File: config.mk
export PLATFORM = sky130hd
export DESIGN_NAME = dr_scan_ctrl
export DESIGN_NICKNAME = d
export VERILOG_FILES = /design/src/rtl/dr_scan_pkg.sv /design/src/rtl/dr_cw_check.sv /design/src/rtl/dr_scan_ctrl.sv
export SDC_FILE = /design/constraint.sdc
export NUM_CORES = 1
export LEC_CHECK = 0
export BUFFER_PORTS_ARGS = -buffer_cell sky130_fd_sc_hd__buf_2
export CAP_MARGIN = 30
export CELL_PAD_IN_SITES_DETAIL_PLACEMENT = 0
export CELL_PAD_IN_SITES_GLOBAL_PLACEMENT = 1
export CORE_ASPECT_RATIO = 2
export CORE_MARGIN = 2
export CORE_UTILIZATION = 31
export CTS_BUF_LIST = sky130_fd_sc_hd__clkbuf_4 sky130_fd_sc_hd__clkbuf_8 sky130_fd_sc_hd__clkbuf_16
export DETAILED_ROUTE_END_ITERATION = 7
export GPL_TIMING_DRIVEN = 0
export PLACE_DENSITY = 0.64
export SLEW_MARGIN = 20
export SYNTH_ARGS = -nofsm -noshare
export SYNTH_HDL_FRONTEND = slang
export SYNTH_SLANG_ARGS = --single-unit
File: constraint.sdc
create_clock -name C -period 2.2 [get_ports C]
set_input_delay 0.22 -clock C [delete_from_list [all_inputs] [get_ports C]]
set_output_delay 0.22 -clock C [all_outputs]
set_load 0.05 [all_outputs]
File: src/rtl/dr_scan_pkg.sv
// Shared types and dual-rail helpers for the dual-rail scan-chain sequencer.
// Latency: n/a (declarations only).
// Backpressure: n/a.
package dr_scan_pkg;

    typedef enum logic [2:0] {
        ST_IDLE       = 3'd0,
        ST_SH_DATA    = 3'd1,
        ST_SH_SPACER  = 3'd2,
        ST_CAP_DATA   = 3'd3,
        ST_CAP_SPACER = 3'd4
    } state_t;

    // Rail pairs are {rail_1, rail_0}
    localparam logic [1:0] DR_ONE    = 2'b10;
    localparam logic [1:0] DR_ZERO   = 2'b01;
    localparam logic [1:0] DR_SPACER = 2'b00;

    // Map a single-rail bit onto its dual-rail codeword
    function automatic logic [1:0] dr_encode(input logic b);
        return b ? DR_ONE : DR_ZERO;
    endfunction

endpackage

File: src/rtl/dr_cw_check.sv
// Classifies a dual-rail pair as valid codeword, spacer or illegal (both rails high).
// Latency: purely combinational.
// Backpressure: none.
module dr_cw_check
    import dr_scan_pkg::*;
(
    input  logic [1:0] i_rails,
    output logic       o_valid,
    output logic       o_spacer,
    output logic       o_illegal
);

    assign o_valid   = i_rails[1] ^ i_rails[0];
    assign o_spacer  = (i_rails == DR_SPACER);
    assign o_illegal = &i_rails;

endmodule

File: src/rtl/dr_scan_ctrl.sv
// Scan sequencer for a dual-rail scan chain: data phase + spacer phase per bit, optional capture.
// Latency: start -> busy next cycle; 2 cycles per bit minimum, +2 cycles for capture.
// Backpressure: a bit moves only when si_valid and so_ready are both high; otherwise SH_DATA holds with SD spacer.
// Optional: DR_SCAN_ERRCHK_EN enables the sticky chain-tail codeword checker driving err.
module dr_scan_ctrl
    import dr_scan_pkg::*;
#(
    parameter int CHAIN_LEN = 128,
    parameter int CNT_W     = 16
) (
    input  logic C,
    input  logic R,
    input  logic start,
    input  logic capture,
    input  logic si_valid,
    input  logic si_data,
    output logic si_ready,
    output logic so_valid,
    output logic so_data,
    input  logic so_ready,
    output logic SE_1,
    output logic SE_0,
    output logic SD_1,
    output logic SD_0,
    output logic SP,
    input  logic SO_1,
    input  logic SO_0,
    output logic busy,
    output logic err
);

    localparam logic [CNT_W-1:0] LAST_IDX = CNT_W'(CHAIN_LEN - 1);

    state_t           r_state;
    logic [CNT_W-1:0] r_cnt;
    logic             r_cap;
    logic [1:0]       r_se;
    logic             r_sp;

    state_t           w_next_state;
    logic [1:0]       w_se_nxt;
    logic             w_sp_nxt;
    logic             w_complete;
    logic             w_last;

    // A shift bit completes only with both sides of the handshake present
    assign w_complete = (r_state == ST_SH_DATA) && si_valid && so_ready;
    assign w_last     = (r_cnt == LAST_IDX);

    // Next state plus the SE/SP rail values that the next state will present
    always_comb begin
        w_next_state = r_state;
        w_se_nxt     = DR_SPACER;
        w_sp_nxt     = 1'b1;
        case (r_state)
            ST_IDLE:       if (start) w_next_state = ST_SH_DATA;
            ST_SH_DATA:    if (w_complete) w_next_state = ST_SH_SPACER;
            ST_SH_SPACER: begin
                if (w_last) w_next_state = r_cap ? ST_CAP_DATA : ST_IDLE;
                else        w_next_state = ST_SH_DATA;
            end
            ST_CAP_DATA:   w_next_state = ST_CAP_SPACER;
            ST_CAP_SPACER: w_next_state = ST_IDLE;
            default:       w_next_state = ST_IDLE;
        endcase
        case (w_next_state)
            ST_SH_DATA: begin
                w_se_nxt = DR_ONE;
                w_sp_nxt = 1'b0;
            end
            ST_CAP_DATA: begin
                w_se_nxt = DR_ZERO;
                w_sp_nxt = 1'b0;
            end
            default: begin
                w_se_nxt = DR_SPACER;
                w_sp_nxt = 1'b1;
            end
        endcase
    end

    // State, bit counter, latched capture request and registered SE/SP rails
    always_ff @(posedge C) begin
        if (R) begin
            r_state <= ST_IDLE;
            r_cnt   <= '0;
            r_cap   <= 1'b0;
            r_se    <= DR_SPACER;
            r_sp    <= 1'b1;
        end else begin
            r_state <= w_next_state;
            r_se    <= w_se_nxt;
            r_sp    <= w_sp_nxt;
            if (r_state == ST_IDLE && start) begin
                r_cnt <= '0;
                r_cap <= capture;
            end else if (r_state == ST_SH_SPACER) begin
                r_cnt <= r_cnt + CNT_W'(1);
            end
        end
    end

    // SD only leaves spacer in a completing cycle, so stalled cycles never shift the chain.
    // SO feeds only the handshake data path, never SE/SD/SP.
    assign {SE_1, SE_0} = r_se;
    assign SP           = r_sp;
    assign {SD_1, SD_0} = w_complete ? dr_encode(si_data) : DR_SPACER;
    assign si_ready     = w_complete;
    assign so_valid     = w_complete;
    assign so_data      = w_complete & SO_1;
    assign busy         = (r_state != ST_IDLE);

`ifdef DR_SCAN_ERRCHK_EN
    logic w_so_valid_cw;
    logic w_so_spacer;
    logic w_so_illegal;
    logic w_err_evt;
    logic r_err;

    dr_cw_check u_so_chk (
        .i_rails   ({SO_1, SO_0}),
        .o_valid   (w_so_valid_cw),
        .o_spacer  (w_so_spacer),
        .o_illegal (w_so_illegal)
    );

    assign w_err_evt = w_so_illegal
                     | (w_complete & w_so_spacer)
                     | ((r_state == ST_SH_SPACER) & (w_so_valid_cw | w_so_illegal));

    // Sticky error flag, cleared only by reset
    always_ff @(posedge C) begin
        if (R)              r_err <= 1'b0;
        else if (w_err_evt) r_err <= 1'b1;
    end

    assign err = r_err;
`else
    // Without the checker only the true rail of the tail is needed
    logic w_unused_so0;
    assign w_unused_so0 = SO_0;
    assign err          = 1'b0;
`endif

endmodule

==> metrics.md <==
| Metric | Value |
|---|---|
| Peak Freq | 0.479 GHz |
| Period Utilization, post-route | 94.9% |
| Critical Path End Type | flip-flop |
| Total die area | 0.00406 sq mm |
| Ys async rst share | 0% |
| GRT Overall Usage | 13.1% |
| Final Wtd Congestion | 0.727 |
| Number of hold-slack violations in the final timing report | 0 |
| Accumulated negative setup slack | 0 ns |
| Fillers | 366 |
| Via Count | 944 |
| Avg Cell Area, Syn | 8.78 sq um |
| Cts repair resizes | 1 |
| Period minus WS final | 2.09 ns |
| Crit-path cells | buf_6 > or3b_1 > buf_6 > or4_4 > or3_1 > a21oi_1 |
| Post-CTS Repair Setup Buffers | 0 |
| Max Root-Sink Buffers | 2 |
| Total core area | 0.00338 sq mm |
| Post-Syn Nets | 135 |
| Post-synthesis mux area share | 2.74% |
| Peak VDD IR | 0.000325 V |
| Classification of the worst setup path | reg2reg |
| Required time worst endpoint | 2.40 ns |
| Share of post-route cells with drive strength above 1 | 23.6% |
| Vias per Instance | 5.36 |
| Post-Synth XOR/XNOR Area | 7.18% |
| Die Y | 88.1 um |
| Wire per inst | 13.1 um |
| Yosys reg bits | 23 |
| Crit path top cell by count | buf_6 |
| Simple-gate share of the synthesized area | 32.3% |
| CP Buf/Inv Count | 2 |
| Seq/Total Area, Yosys | 42.0% |
| Power density over the cells | 629 mW/mm^2 |
| Worst-Skew Late Latency | 0.27 ns |
| Global-route wire length before repair | 3.94 mm |
| Die width | 46.1 um |
| Residual DRC count | 0 |
| Area grow syn2layout | 15.7% |
| # hold bufs at CTS | 0 |
| Synth Area in Adders | 1.14% |
| CTS tree | yes |
| Worst-path clk slew | 0.08 ns |
| Cells after synthesis | 125 |
| Final WS setup | 0.113 ns |
| Setup violators final | 0 |
| Final instance area | 0.00127 sq mm |
| Hold Path Class | in2reg |
| Post-synth EDFFs | 0 |
| CP max FO | 10 |
| PortBufs | 15 |
| Outcome | completed |
| First-iteration detailed-routing DRC count | 13 |
| Total gr overflow | 0 |
| Initial antenna violation count | 0 |
| Max H-tree Level | 1 |
| CP max-delay cell | or4_4 |
| Yosys warnings | 0 |
| Startpoint types | flip-flop |
| Root Buffer | clkbuf_8 |
| LEAKAGE | 0.473 nW |
| Top FF cell, synth | dfxtp_1 |
| Largest net degree at the start of global routing | 13 |
| CTS Buf Count | 3 |
| Initial Utilization | 32.5% |
| RSZ-0062 raised after global routing | no |
| Row count | 30 |
| Post-Syn Area | 0.00110 sq mm |
| Clock sinks | 23 |
| MaxCap Viol Count | 0 |
| Cell Area, Placed | 0.00121 sq mm |
| Final nets | 155 |
| Dpl hpwl | 1.79 mm |
| Final WL | 2.31 mm |
| Layout Skew | 0.00287 ns |
| CP top delay family | simple AND/OR/NAND/NOR gates |
| Critical Path Max Stage Delay | 0.55 ns |
| Sequential Area | 463 sq um |
| Ports | 19 |
| Area occupied by multi-input gates | 583 sq um |
| Synth Area in Compound Gates | 8.89% |
| DR pass1 iterations | 4 |
| Slew Limit Fails | 0 |
| Detail Route Antenna Nets | 0 |
| Post-Place Worst Slack | 0.0257 ns |
| Main combinational cell family by area after synthesis | simple AND/OR/NAND/NOR gates |
| ANT cells | 0 |
| Vias in the first global route | 917 |
| WP data arrival | 2.29 ns |
| Distinct cell type count after synthesis | 37 |
-- layout by cell type, fill, tap and decap left out, types with 3 or more instances in the layout --
| cell | count |
|---|---|
| clkbuf_8 | 3 |
| nor4_1 | 5 |
| nor2_1 | 12 |
| xnor2_1 | 7 |
| or3_1 | 4 |
| nand2_1 | 12 |
| nand3_1 | 4 |
| nand4_1 | 4 |
| buf_2 | 15 |
| mux2i_1 | 3 |
| dfxtp_1 | 21 |
| a21oi_1 | 6 |
| clkbuf_1 | 3 |
| nor3_1 | 5 |
| inv_1 | 3 |
| o21ai_0 | 4 |
-- cells by family after synthesis --
logic type / count (synthesis)
xor gates and xnor gates: 9
and+or+nand+nor: 62
other: 1
DFF: 23
adders and majority gates: 1
AOI/OAI and AO/OA: 16
muxes: 3
buffers and inverters: 10
-- registers in the layout, indices dropped and copies added, names as in the netlist --
signal   count
r_cnt       16
r_state      3
SP           1
r_se         2
r_cap        1
-- path summary, 6_finish.rpt --
| kind | from | endpoint | slack (ns) | cells after the start |
|---|---|---|---|---|
| worst max-delay path | r_state[2] | r_cnt[12] | 0.11 | 6 |
| worst min-delay path | capture | r_cap | 0.21 | 3 |
| worst max register to register | r_state[2] | r_cnt[12] | 0.11 | 6 |
| worst min register to register | r_cnt[1] | r_cnt[1] | 0.48 | 2 |
-- metal layers --
layer,global-route usage (%),wire length (um),part of all wire [%],vias to the layer above
met5,0,0,0,-
met4,7.01,62,2.7,0
met3,1.86,74,3.2,5
met2,24.1,1290,56,22
met1,13.1,884,38,440
li1,-,-,-,477
-- report_power, final --
part	switching [W]	internal (W)
clock	0.000136	0.000142
combinational	0.0000617	0.0000305
sequential	0.00000604	0.000424
-- tightest hold or removal path: stages --
cell	delay [ns]
buf_2	0.08
mux2i_1	0.06
nor2_1	0.08
-- area by class of cell --
| class | count | area share (%) |
|---|---|---|
| repair buffers | 15 | 5.91 |
| clock buffers | 4 | 3.84 |
| inverters | 3 | 0.887 |
| multi-input cells | 92 | 45.9 |
| well taps | 32 | 3.15 |
| flip-flops and latches | 23 | 36.5 |
| plain buffers | 7 | 3.84 |
-- metrics by stage --
| stage | std cells | total power (W) | util [%] | hold slack, ns |
|---|---|---|---|---|
| 4_1_cts | 176 | 0.000807 | 37.5 | 0.202 |
| 5_1_grt | 176 | 0.000826 | 37.6 | 0.233 |
| 3_3_place_gp | 172 | 0.000531 | 35.9 | 0.465 |
| 3_5_place_dp | 172 | 0.000531 | 35.9 | 0.473 |
| 6_report | 176 | 0.000799 | 37.6 | 0.206 |
| 2_1_floorplan | 125 | 0.000508 | - | 0.367 |
-- synth_stat cells, types with 2 or more instances --
cell | count | area [sq um]
a211oi_1 | 2 | 15.0
a21oi_1 | 6 | 30.0
and2_1 | 2 | 12.5
buf_4 | 2 | 15.0
buf_6 | 2 | 22.5
clkbuf_1 | 3 | 11.3
dfxtp_1 | 23 | 460
inv_1 | 3 | 11.3
mux2i_1 | 3 | 30.0
nand2_1 | 12 | 45.0
nand3_1 | 4 | 20.0
nand4_1 | 4 | 25.0
nor2_1 | 12 | 45.0
nor3_1 | 5 | 25.0
nor4_1 | 5 | 31.3
o21ai_0 | 4 | 20.0
or3_1 | 4 | 25.0
or3_2 | 2 | 15.0
or4_4 | 2 | 22.5
xnor2_1 | 7 | 61.3
xor2_1 | 2 | 17.5
(Power assumes the default switching activity.)
